$ cat config.mk
export PLATFORM = sky130hd
export DESIGN_NAME = regfile_wb_arbiter
export DESIGN_NICKNAME = d
export VERILOG_FILES = /design/src/rtl/regfile_wb_arbiter.sv
export SDC_FILE = /design/constraint.sdc
export NUM_CORES = 1
export LEC_CHECK = 0
export CAP_MARGIN = 25
export CORE_MARGIN = 4
export CORE_UTILIZATION = 35
export CTS_CLUSTER_DIAMETER = 100
export DETAILED_ROUTE_END_ITERATION = 10
export GPL_TIMING_DRIVEN = 0
export PLACE_DENSITY = 0.84
export RECOVER_POWER = 25
export SLEW_MARGIN = 20
export SYNTH_ARGS = -nofsm -noshare
export SYNTH_HDL_FRONTEND = slang
export SYNTH_SLANG_ARGS = --single-unit
$ cat constraint.sdc
create_clock -name clk -period 2.7 [get_ports clk]
set_input_delay 0.54 -clock clk [delete_from_list [all_inputs] [get_ports clk]]
set_output_delay 0.54 -clock clk [all_outputs]
set_load 0.1 [all_outputs]
$ cat src/rtl/regfile_wb_arbiter.sv
// Round-robin arbiter sharing the register file write port between NUM_REQ write-back requesters.
// Optional define REGFILE_WB_ARB_FWD_EN adds rs1/rs2 bypass outputs from the registered write stage.
module regfile_wb_arbiter #(
  parameter int unsigned NUM_REQ = 3,
  parameter int unsigned ADDR_W  = 5,
  parameter int unsigned DATA_W  = 32
) (
  input  logic                        clk,
  input  logic                        reset_n,
  input  logic [NUM_REQ-1:0]          req_valid_i,
  output logic [NUM_REQ-1:0]          req_ready_o,
  input  logic [NUM_REQ*ADDR_W-1:0]   req_addr_i,
  input  logic [NUM_REQ*DATA_W-1:0]   req_data_i,
`ifdef REGFILE_WB_ARB_FWD_EN
  input  logic [ADDR_W-1:0]           rs1_addr_i,
  input  logic [ADDR_W-1:0]           rs2_addr_i,
  output logic                        rs1_fwd_hit_o,
  output logic                        rs2_fwd_hit_o,
  output logic [DATA_W-1:0]           rs1_fwd_data_o,
  output logic [DATA_W-1:0]           rs2_fwd_data_o,
`endif
  output logic                        wr_enable_o,
  output logic [ADDR_W-1:0]           wr_addr_o,
  output logic [DATA_W-1:0]           wr_data_o,
  output logic [NUM_REQ-1:0]          grant_o
);

  localparam int unsigned PTR_W = $clog2(NUM_REQ);

  logic [PTR_W-1:0]  rr_ptr;
  logic [PTR_W-1:0]  gnt_idx;
  logic              xfer;
  logic [ADDR_W-1:0] sel_addr;
  logic [DATA_W-1:0] sel_data;

  function automatic logic [PTR_W-1:0] rr_index(input logic [PTR_W-1:0] base,
                                                input int unsigned      off);
    int unsigned s;
    s = (32'(base) + off) % NUM_REQ;
    return PTR_W'(s);
  endfunction

  // Search starts at rr_ptr and wraps; the first valid index found wins.
  always_comb begin
    xfer        = 1'b0;
    gnt_idx     = '0;
    req_ready_o = '0;
    for (int unsigned i = 0; i < NUM_REQ; i++) begin
      if (!xfer && req_valid_i[rr_index(rr_ptr, i)]) begin
        xfer    = 1'b1;
        gnt_idx = rr_index(rr_ptr, i);
      end
    end
    if (xfer) req_ready_o[gnt_idx] = 1'b1;
  end

  assign sel_addr = req_addr_i[32'(gnt_idx)*ADDR_W +: ADDR_W];
  assign sel_data = req_data_i[32'(gnt_idx)*DATA_W +: DATA_W];

  // Writes to x0 are still accepted and granted, only the enable is suppressed.
  always_ff @(posedge clk or negedge reset_n) begin
    if (!reset_n) begin
      rr_ptr      <= '0;
      wr_enable_o <= 1'b0;
      wr_addr_o   <= '0;
      wr_data_o   <= '0;
      grant_o     <= '0;
    end else if (xfer) begin
      rr_ptr      <= (gnt_idx == PTR_W'(NUM_REQ - 1)) ? '0 : gnt_idx + 1'b1;
      wr_enable_o <= |sel_addr;
      wr_addr_o   <= sel_addr;
      wr_data_o   <= sel_data;
      grant_o     <= NUM_REQ'(1) << gnt_idx;
    end else begin
      wr_enable_o <= 1'b0;
      grant_o     <= '0;
    end
  end

`ifdef REGFILE_WB_ARB_FWD_EN
  // wr_enable_o is never set for x0, so a hit on address 0 cannot occur.
  assign rs1_fwd_hit_o  = wr_enable_o && (wr_addr_o == rs1_addr_i);
  assign rs2_fwd_hit_o  = wr_enable_o && (wr_addr_o == rs2_addr_i);
  assign rs1_fwd_data_o = wr_data_o;
  assign rs2_fwd_data_o = wr_data_o;
`endif

endmodule
==> flow_summary.toml, run 1 <==
[logic_synthesis]
synthMostInstantiatedCell = "dfrtp_1"
mappedNetlistNets = 428
yosys-top-cells-area = "dfrtp_1, a211oi_1, o31ai_1"
synthesized_instance_count = 308
synth_edf_count = 0
synth.yosys.warnings = 0
ranking_of_synthesized_cells_by_instance_count = "dfrtp_1, nand2_1, nor2_1"
synth_cell_type_count = 48
synth_top_area_share_pct = 38.8
syn_area_um2 = 2780
synth_seq_area_share_pct = 38.8
syn-mean-instance-area_um2 = 9.01
synth.ff_latch_count = 43
ys_async_sr_fraction_pct = 100
synth_area_leader_cell = "dfrtp_1"
ys.flop_type = "dfrtp_1"

[critical_path]
r2r.worst_path.cells = 10
timing.critical_path.fanout_max = 4
cp.required_ns = 2.16
ff2ff_setup_slack_ns = 0.09
r2r-start = "rr_ptr[0]$_DFFE_PN0P_"
worstSetupEndpointType = "output pin"
timing.rr.end = "wr_data_o[11]$_DFFE_PN0P_"
critPathLaunchType = "register"
timing.setup.critical_path_class = "register to output pin"
signal_arrival_time_at_the_worst_endpoint_ns = 2.42

[sta]
timing.slew.headroom_pct = 23.9
max_clock_freq_mhz = 338
setup_viol_count_final = 3
unrepaired_setup_endpoints_after_global_routing = "yes"
drv_slew = 0
min_tclk_post_route_ns = 2.96
timing.final.ws_setup_ns = -0.262
final.setup_skew_ns = 0.00607
final-hold-violation-count = 0
final_period_util_pct = 110
worst_pin_slew_ns = 1.14

[finish]
number_of_standard_cells_in_the_layout_taps_in_and_fillers_out = 601
num_antenna_cells = 0
area_of_the_multi_input_gates_um2 = 1720
filler_cell_count_in_the_final_layout = 612
flow.area_growth_from_synthesis_pct = 84.0
drive_above_1_share_pct = 20.0
area.sequential_um2 = 1080
nNetsFinal = 620

[floorplan]
die_width_um = 97.1
chipHeight_um = 97.1
design.die.area_um2 = 9420
core.rowCount = 32
effective_utilization_at_floorplan_pct = 35.9
i_o_pin_total = 160
core_region_area_um2 = 7730

[min_path]
hold_path_class = "input pin to asynchronous set/reset pin"

[clocking]
clk_transition_reported_paths_ns = 0.08
clock_sink_count = 43
tritoncts.num_buffers = 5
post_cts_hold_buffer_count = 0
tritoncts = "built"
root_buffer = "clkbuf_8"
clk-insertion-delay-late_ns = 0.29
cts_buffer_depth = 2
cts_htree_levels = 2

[route]
route.antenna.remaining_nets = 0
detailroute.via_count = 3204
vias_per_cell = 5.33
drt_first_pass_iters = 4
detail_route.drc_violations = 0
first_iter_violations = 170
drt-wirelength-per-cell_um = 18.0
drt-total-wl_mm = 10.8

[run_status]
violations = "negative setup slack"
run_status = "complete, but fails checks"

[placed_design]
place.detailed.instances = 570
preCtsSetupSlack_ns = -1.77
gp_congestion = 0.846
placement.io_buffers = 159
place_hpwl_mm = 8.00

[global_route]
antenna_found_initial = 0
grt_first_pass_wirelength_mm = 16.9
number_of_global_route_vias_before_repair = 3387
grt_usage_pct = 21.9
grt_overflow_total = 0
grt_start_max_net_pins = 25

[job]
maxCapViolCount = 0
-- cell usage in the layout (no fill, tap or decap), drive strengths merged, types with 4 or more instances in the layout --
cell type and n:
clkdlybuf4s50 152, dfrtp 43, buf 41, nor2 37
nand2 36, a211oi 31, o31ai 30, nor2b 24
clkbuf 19, o21ai 9, inv 6, and2b 5
nand2b 5, mux2i 5, nor3 4, ha 4
-- cell families (layout without fill, tap and decap cells) --
group	Yosys count	after routing	synth area share (%)
buffers and inverters	32	223	7.21
flip-flops	43	43	38.8
AO/OA/AOI/OAI	104	104	28.6
adder cells (fa/ha/maj)	4	4	1.80
multiplexers	7	7	2.61
AND/OR/NAND/NOR	118	118	21.0
-- layout make-up --
class / count / share of cell area [%]
Clock buffer: 6 / 1.42
Multi-Input combinational cell: 233 / 33.7
Buffer: 21 / 3.43
Inverter: 7 / 0.612
Sequential cell: 43 / 21.1
Timing Repair Buffer: 189 / 37.2
Tap cell: 102 / 2.50
-- layer usage --
metal / track usage (%) / part of all wire [%] / up-vias
met4: 5.72 / 2.4 / 0
met1: 25.7 / 40 / 1519
met2: 39.7 / 50 / 148
met3: 5.31 / 7.8 / 23
li1: - / - / 1514
met5: 0 / 0 / -
-- stage by stage --
| stage | area [um^2] | TNS [ns] | util (%) | hold WS [ns] |
|---|---|---|---|---|
| floorplan | 2800 | -0.781 | - | 0.244 |
| global placement | 4520 | -17.22 | 58.5 | 0.459 |
| detailed placement | 4540 | -19.15 | 58.8 | 0.468 |
| CTS | 4970 | -0.799 | 64.3 | 0.219 |
| global route | 5110 | -0.767 | 66.1 | 0.510 |
| finish | 5110 | -0.541 | 66.1 | 0.417 |
-- state kept, by name, indices dropped and copies added (netlist names) --
signal       count
rr_ptr           2
wr_enable_o      1
wr_addr_o        5
grant_o          3
wr_data_o       32
-- worst max path at each step --
| stage | to | cells past startpoint | start | slack, ns |
|---|---|---|---|---|
| after global routing | req_ready_o[0] | 10 | rr_ptr[1]$_DFFE_PN0P_ | -0.33 |
| after detailed placement | req_ready_o[0] | 9 | req_valid_i[2] | -1.77 |
| final | req_ready_o[0] | 8 | rr_ptr[0]$_DFFE_PN0P_ | -0.26 |
| after floorplan | req_ready_o[0] | 10 | rr_ptr[0]$_DFFE_PN0P_ | -0.56 |
| after global placement | req_ready_o[0] | 9 | req_valid_i[2] | -1.71 |
| after CTS | req_ready_o[0] | 10 | rr_ptr[0]$_DFFE_PN0P_ | -0.34 |
-- critical path, stage by stage (launching register included) --
cell and delay [ns]:
dfrtp_1 0.42, buf_6 0.14, ha_4 0.18, mux2i_4 0.19
and4b_2 0.29, o31a_1 0.35, buf_12 0.15, nor3_4 0.20
buf_12 0.20
-- timing repair --
item,4_1_cts,5_1_grt
setup buffers,23,5
endpoints found under the setup margin,37,33
pin swaps,9,8
resized for setup,68,32
gates cloned,0,2
Power of run 1 is left out: the tool's default activity adds up to more than one toggle a clock period on the data nets, which glitch-free logic cannot reach.
==> run 2: changes to the inputs <==
--- a/config.mk
+++ b/config.mk
@@ -7,11 +7,12 @@
 export LEC_CHECK = 0
 export CAP_MARGIN = 25
 export CORE_MARGIN = 4
-export CORE_UTILIZATION = 35
+export CORE_UTILIZATION = 30
 export CTS_CLUSTER_DIAMETER = 100
+export CTS_CLUSTER_SIZE = 12
 export DETAILED_ROUTE_END_ITERATION = 10
 export GPL_TIMING_DRIVEN = 0
-export PLACE_DENSITY = 0.84
+export PLACE_DENSITY = 0.74
 export RECOVER_POWER = 25
 export SLEW_MARGIN = 20
 export SYNTH_ARGS = -nofsm -noshare
==> run 2 against run 1 <==
The flow still finishes with violations (negative setup slack). Highest routed layer unchanged. Fmax down 4.6%. Sequential share of layout area down 0.25 points. Via count down 0.44%.
==> flow_summary.toml, run 2 (same netlist as run 1, synthesis figures left out) <==
[run_status]
run_status = "complete, but fails checks"
violations = "negative setup slack"

[clocking]
cts_buffer_depth = 2
clk_transition_reported_paths_ns = 0.09
tritoncts = "built"
clk-insertion-delay-late_ns = 0.29
root_buffer = "clkbuf_8"
clock_sink_count = 43
tritoncts.num_buffers = 5
cts_htree_levels = 2

[placed_design]
preCtsSetupSlack_ns = -1.76
placement.io_buffers = 159
gp_congestion = 0.866
place_hpwl_mm = 7.72

[route]
detail_route.drc_violations = 0
drt-wirelength-per-cell_um = 17.3
route.antenna.remaining_nets = 0
detailroute.via_count = 3190
drt-total-wl_mm = 10.6
first_iter_violations = 239
vias_per_cell = 5.21
drt_first_pass_iters = 4

[sta]
unrepaired_setup_endpoints_after_global_routing = "yes"
final.setup_skew_ns = 0.0116
timing.slew.headroom_pct = 14.9
drv_slew = 0
worst_pin_slew_ns = 1.28
min_tclk_post_route_ns = 3.11
final-hold-violation-count = 0
final_period_util_pct = 115
hold-worst-slack_ns = 0.480
max_clock_freq_mhz = 322
timing.final.ws_setup_ns = -0.405
setup_viol_count_final = 8

[finish]
drive_above_1_share_pct = 21.2
largest_register_ff_count = 32
num_antenna_cells = 0
nNetsFinal = 623
top_register = "wr_data_o"
filler_cell_count_in_the_final_layout = 772
mostFrequentLayoutCells = "clkdlybuf4s50_1, dfrtp_1, nand2_1"
largest_registers = "wr_data_o x32, wr_addr_o x5, grant_o x3"
mostFrequentLayoutCell = "clkdlybuf4s50_1"
flow.area_growth_from_synthesis_pct = 86.2

[job]
maxCapViolCount = 0

[floorplan]
effective_utilization_at_floorplan_pct = 31.4
i_o_pin_total = 160
core_region_area_um2 = 8850
design.die.area_um2 = 10900
core.rowCount = 34
die_width_um = 104
chipHeight_um = 104

[critical_path]
timing.critical_path.fanout_max = 4
critPathLaunchType = "register"
signal_arrival_time_at_the_worst_endpoint_ns = 2.57
worstSetupEndpointType = "output pin"
r2r-start = "rr_ptr[0]$_DFFE_PN0P_"
timing.setup.critical_path_class = "register to output pin"
r2r.worst_path.cells = 13
timing.rr.end = "wr_data_o[1]$_DFFE_PN0P_"
cp.required_ns = 2.16
ff2ff_setup_slack_ns = -0.02

[min_path]
worstHoldStart = "wr_data_o[17]$_DFFE_PN0P_"
timing.hold.worst_endpoint = "wr_data_o[17]$_DFFE_PN0P_"
hold_path_class = "register to register"
hold_path_depth = 2

[global_route]
number_of_global_route_vias_before_repair = 3368
grt_first_pass_wirelength_mm = 17.0
grt_overflow_total = 0
antenna_found_initial = 0
grt_start_max_net_pins = 23
grt_usage_pct = 19.0
## run 2: changes by cell type in the layout (fill, tap and decap cells not counted), moves of 2 or more
cell,previous run,this run
nor2b_4,2,0
clkbuf_16,2,0
nor2b_1,20,22
a211oi_1,18,15
bufinv_16,0,2
buf_6,6,10
a211oi_2,13,16
buf_4,22,29
clkbuf_2,3,1
clkbuf_4,3,5
buf_8,6,3
## run 2: final cells by class
class                   instances  area [um^2]  share of cell area (%)
plain buffers                  21          194                    3.75
clock buffers                   6         72.6                    1.40
clock inverters                 2         60.1                    1.16
inverters                       7         31.3                   0.605
multi-input cells             233         1730                    33.5
flip-flops and latches         43         1080                    20.8
well taps                     108          135                    2.61
repair buffers                192         1870                    36.1
## run 2: critical path: stages (launching register included)
cell      delay [ns]
dfrtp_1         0.43
buf_6           0.15
buf_6           0.11
ha_4            0.16
nand3b_1        0.24
buf_6           0.19
a21o_1          0.19
o31a_1          0.13
buf_6           0.14
buf_12          0.12
nor3_4          0.22
buf_12          0.20
## run 2: how the worst max path moves through the flow
stage	from	to	cells after the start
floorplan	rr_ptr[0]$_DFFE_PN0P_	req_ready_o[0]	10
global placement	req_valid_i[2]	req_ready_o[0]	9
detailed placement	req_valid_i[2]	req_ready_o[0]	9
CTS	rr_ptr[1]$_DFFE_PN0P_	req_ready_o[0]	10
global route	rr_ptr[0]$_DFFE_PN0P_	req_ready_o[0]	11
finish	rr_ptr[0]$_DFFE_PN0P_	req_ready_o[0]	11
## run 2: what timing repair did
action	in CTS	in global routing
hold buffers	0	0
setup endpoints to repair	40	36
pin swaps	10	12
buffers inserted	26	6
gates resized for setup	68	34
## run 2: layer usage
metal	GRT usage [%]	share of wire, %	vias to the layer above
met5	0	0	-
met1	22.2	39	1511
met2	34.3	51	142
met4	5.89	2.4	0
li1	-	-	1518
met3	4.47	7.1	19
## run 2: stage by stage
stage | utilization [%] | setup TNS [ns] | instances | area (um^2)
3_5_place_dp | 51.4 | -19.88 | 576 | 4550
2_1_floorplan | - | -0.781 | 308 | 2800
6_report | 58.4 | -0.774 | 612 | 5170
3_3_place_gp | 51.2 | -22.06 | 575 | 4530
5_1_grt | 58.4 | -3.21 | 612 | 5170
4_1_cts | 57.1 | -0.762 | 609 | 5060
Power of run 2 is left out for the same reason.
==> run 3: changes to the inputs <==
--- a/config.mk
+++ b/config.mk
@@ -5,7 +5,7 @@
 export SDC_FILE = /design/constraint.sdc
 export NUM_CORES = 1
 export LEC_CHECK = 0
-export CAP_MARGIN = 25
+export CAP_MARGIN = 15
 export CORE_MARGIN = 4
 export CORE_UTILIZATION = 30
 export CTS_CLUSTER_DIAMETER = 100
==> results of run 3 <==
No change in the layout: final DEF, timing and power equal those of run 2.
Power of run 3 is left out for the same reason.
==> RTL edit 1: new RTL, flow settings as in run 2 <==
Add a define of `REGFILE_WB_ARB_FWD_EN`.
--- a/src/rtl/regfile_wb_arbiter.sv
+++ b/src/rtl/regfile_wb_arbiter.sv
@@ -2,2 +2,4 @@
 // Optional define REGFILE_WB_ARB_FWD_EN adds rs1/rs2 bypass outputs from the registered write stage.
+`define REGFILE_WB_ARB_FWD_EN
+
 module regfile_wb_arbiter #(
Interface: changed (6 added); port bits go from 160 to 236. The function was not compared with the original's and may differ.
==> RTL edit 1 against run 2 <==
- cell area increased by 26%
- setup slack improved by 0.12 ns
- the flow still finishes with violations (setup timing)
- wire length rose by 32%
- hold slack better by 0.0011 ns
- non-clock buffer count grew 133
- synthesized area grew 21%
- sequential cell count stayed put
- global-route usage increased by 1.4 points
- first-iteration DRC count decreased by 39%
- via count rose by 20%
Power is left out: the tool's default activity adds up to more than one toggle a clock period on the data nets, which glitch-free logic cannot reach.
==> RTL edit 1: results (changes against run 2) <==
Run status
  – Outcome: finished, violations left
  – Failing checks: setup timing

Synthesis
  – Seq/Total Area, Yosys: 0.320 (-0.0675)
  – Synth cell count leaders: buf_4, dfrtp_1, nand2_1, nor2_1, o31ai_1
  – Unique masters post-synth: 54 (+13%)
  – Synth area leaders: dfrtp_1, buf_4, o31ai_1, a211oi_1, nor2b_1
  – Syn_nets: 511 (+19%)

Detailed routing
  – Met2 routed WL: 7650 µm (+41%)
  – Initial drt markers: 146 (-39%)
  – DR WL/cell: 17.8 µm (+2.9%)
  – Met3 wire len: 930 µm (+23%)
  – Post-DR vias/cell: 4.86 (-6.8%)
  – Metal1 wirelength: 5250 µm (+26%)

Min path
  – Worst Hold Class: primary input to async pin

Global route
  – Grt met1 use: 0.234 (+0.0118)
  – First-pass GRT wire length: 21200 µm (+24%)
  – Vias in the first global route: 3948 (+17%)
  – Met2 GRT Util: 0.394 (+0.0507)
  – Met3 Track Usage GR: 0.0403 (-0.00437)
  – Global Route Usage Sum: 0.205 (+0.0144)

STA
  – Final setup violation count: 2 (-6)
  – Post-route setup slack: -0.281 ns (+0.124 ns)
  – Final Skew: 0.00478 ns (-0.00677 ns)
  – Final setup TNS: -0.356 ns (+0.418 ns)

Worst setup path
  – Crit Path Max Fanout: 5 (+1)
  – CP Data Arrival Time: 2.44 ns (-0.13 ns)

Placed design
  – Port Buf Inserts: 235 (+48%)
  – Hpwl dp: 10800 µm (+40%)
  – DP Area: 5940 µm² (+31%)

Layout
  – Nets: 776 (+25%)
## RTL edit 1: critical path, cell delays in order (launching register included)
cell and delay, ns:
dfrtp_1 0.42, buf_6 0.14, ha_4 0.19, mux2i_4 0.20, and4b_2 0.26, o31a_4 0.36
buf_12 0.14, nor3_4 0.22, buf_12 0.20
## RTL edit 1: cell families after synthesis
| family | synth area share |
|---|---|
| buf+inv | 0.194 |
| simple gates | 0.172 |
| mux | 0.0216 |
| flops | 0.320 |
| xor+xnor | 0.0261 |
| compound gates | 0.251 |
| fa+ha+maj | 0.0149 |
## RTL edit 1: metrics by stage
stage                     hold WS (ns)  std cells  worst slack, ns
after global placement           0.517        756            -1.70
after detailed placement         0.533        757            -1.75
final                            0.481        786           -0.281
after global routing             0.581        786           -0.348
after floorplan                  0.244        381           -0.456
after CTS                        0.244        785           -0.300
## RTL edit 1: final timing paths
| kind | end | slack, ns | depth (start not counted) |
|---|---|---|---|
| setup / recovery | req_ready_o[0] | -0.28 | 8 |
| hold / removal | rs1_fwd_data_o[12] | 0.48 | 1 |
| setup reg to reg | rs1_fwd_data_o[6] | 0.04 | 11 |
| hold reg to reg | rs1_fwd_data_o[2] | 0.54 | 2 |
| max in group asynchronous | rs1_fwd_data_o[20] | 0.51 | 2 |
| min in group clk | rs1_fwd_data_o[2] | 0.54 | 2 |
## RTL edit 1: area by class of cell
type | count | area (µm²)
well taps | 140 | 175
flip-flops and latches | 43 | 1080
multi-input cells | 243 | 1880
clock buffers | 6 | 72.6
plain buffers | 85 | 649
repair buffers | 261 | 2580
clock inverters | 1 | 30.0
fillers | 943 | 4390
inverters | 7 | 28.8
## RTL edit 1: repair_timing
action / in CTS / in global routing
gates resized for setup: 88 / 19
buffers inserted: 23 / 2
setup endpoints to repair: 29 / 30
pin swaps: 12 / 20
==> RTL edit 2: new RTL, config.mk and constraints of run 2 <==
Without the edit above. Make the reset (`reset_n`) synchronous in one clocked block.
--- a/src/rtl/regfile_wb_arbiter.sv
+++ b/src/rtl/regfile_wb_arbiter.sv
@@ -60,3 +60,3 @@
   // Writes to x0 are still accepted and granted, only the enable is suppressed.
-  always_ff @(posedge clk or negedge reset_n) begin
+  always_ff @(posedge clk) begin
     if (!reset_n) begin
Check against the original RTL: differs if reset_n is asserted again (counterexample within 4 cycles, from zero or initial values and one cycle with reset_n low); with reset_n held inactive, the same outputs for 4 cycles.
==> RTL edit 2 against run 2 <==
- wire length fell by 2.4%
- setup slack improved by 0.46 ns
- via count down 5.2%
- utilization is 5.4 points lower
- sequential cell count unchanged
- cell area down 4.4%
- clock skew decreased by 0.0027 ns
- count of clock-buffer cells in the layout fell by 1
- synthesized area rose by 4.7%
==> RTL edit 2: results (changes against run 2) <==
Run status
  – Outcome: finished, final reports clean

Layout
  – Nets: 611 (-1.9%)
  – Share of layout cells above drive strength 1: 0.269 (+0.0571)

Worst setup path
  – CP Data Arrival Time: 2.10 ns (-0.47 ns)
  – CP max stage cell: dfxtp_4
  – Reg2Reg Depth: 9 (-4)
  – R2R Path Start: rr_ptr[0]
  – Critical Path Max Stage Delay: 0.37 ns (-0.06 ns)
  – Reg2Reg Setup Slack: 0.24 ns (+0.26 ns)

Placed design
  – Inst Count DP: 603 (+4.7%)
  – DP Area: 4750 µm² (+4.4%)
  – Hpwl dp: 8000 µm (+3.7%)

Detailed routing
  – Initial drt markers: 76 (-68%)
  – DR WL/cell: 16.7 µm (-3.5%)
  – Post-DR vias/cell: 4.89 (-6.2%)

Synthesis
  – Seq/Total Area, Yosys: 0.296 (-0.0915)
  – Unique masters post-synth: 40 (-17%)
  – Mux share of post-synthesis cell area: 0.0185 (-0.00764)
  – Async S/R FF share, synth: 0 (-1.00)
  – Gate Count Post-Synth: 315 (+2.3%)
  – Complex-gate fraction of the synthesized area: 0.358 (+0.0727)
  – Post-Synth Adder-Cell Area: 0.0172 (-0.000814)
  – Synth area leaders: dfxtp_1, a211oi_2, o31ai_2, and3_1, nand2_1
  – Syn_nets: 435 (+1.6%)

Global route
  – Largest net degree at the start of global routing: 17 (-26%)
  – First-pass GRT wire length: 16000 µm (-6.0%)
  – Met3 Track Usage GR: 0.0595 (+0.0148)
  – Vias in the first global route: 3177 (-5.7%)
  – Met2 GRT Util: 0.319 (-0.0245)
  – Grt met1 use: 0.198 (-0.0244)

STA
  – Final Skew: 0.00885 ns (-0.00270 ns)
  – Max-slew headroom: 0.325 (+0.176)

Min path
  – Hold path start: wr_data_o[21]

Clock tree
  – Clk buf depth: 2 (unchanged)
RTL edit 2: metal layers:
layer / share of wire / routed length [µm] / vias up
met5: 0 / 0 / -
met4: 0.014 / 142 / 0
met3: 0.097 / 1010 / 12
met2: 0.49 / 5120 / 131
met1: 0.39 / 4070 / 1380
li1: - / - / 1502
RTL edit 2: timing repair:
item | CTS | global route
gates cloned | 0 | 0
pin swaps | 7 | 6
buffers inserted | 6 | 7
gates resized for setup | 36 | 5
setup endpoints to repair | 3 | 3
RTL edit 2: area by class of cell:
class	count	area (µm²)
Buffer	27	193
Clock buffer	5	68.8
Clock inverter	1	7.51
Multi-Input combinational cell	237	1920
Tap cell	129	161
Inverter	5	23.8
Sequential cell	43	868
Timing Repair Buffer	172	1700
Fill cell	892	4390
RTL edit 2: kinds of logic (layout without fill, tap and decap cells):
| logic type | count (synthesis) | after routing |
|---|---|---|
| muxes | 5 | 5 |
| AOI/OAI and AO/OA | 91 | 91 |
| adders and majority gates | 4 | 4 |
| buffers and inverters | 35 | 210 |
| and+or+nand+nor | 137 | 137 |
| DFF | 43 | 43 |
RTL edit 2: stage by stage:
stage	power, mW	utilization	hold slack (ns)	setup WS (ns)
3_3_place_gp	6.32	0.509	0.437	-1.22
6_report	6.98	0.530	0.455	0.0570
2_1_floorplan	5.19	-	0.523	-0.114
3_5_place_dp	6.39	0.509	0.442	-1.23
5_1_grt	7.34	0.530	0.481	-0.0384
4_1_cts	6.93	0.524	0.458	0.00355
RTL edit 2: worst max path at each step:
stage                endpoint            from  cells after the start
3_3_place_gp   req_ready_o[0]  req_valid_i[2]                      9
4_1_cts        req_ready_o[1]       rr_ptr[1]                      8
5_1_grt        req_ready_o[0]       rr_ptr[1]                      9
3_5_place_dp   req_ready_o[0]  req_valid_i[2]                      9
2_1_floorplan  req_ready_o[0]       rr_ptr[0]                     10
6_report       req_ready_o[0]       rr_ptr[1]                      9
RTL edit 2: worst max-delay path: cells and delay by family (launching register included):
family | cells | cell delay (ns)
buffers and inverters | 3 | 0.41
and+or+nand+nor | 3 | 0.38
DFF | 1 | 0.37
muxes | 1 | 0.27
adders and majority gates | 1 | 0.18
AOI/OAI and AO/OA | 1 | 0.18
RTL edit 2: power by group through the flow:
stage	logic [mW]	registers, mW	clock network [mW]
floorplan	2.55	2.65	0
global placement	5.29	1.02	0
detailed placement	5.35	1.03	0
CTS	5.48	1.03	0.413
global route	5.84	1.06	0.440
finish	5.55	1.03	0.404
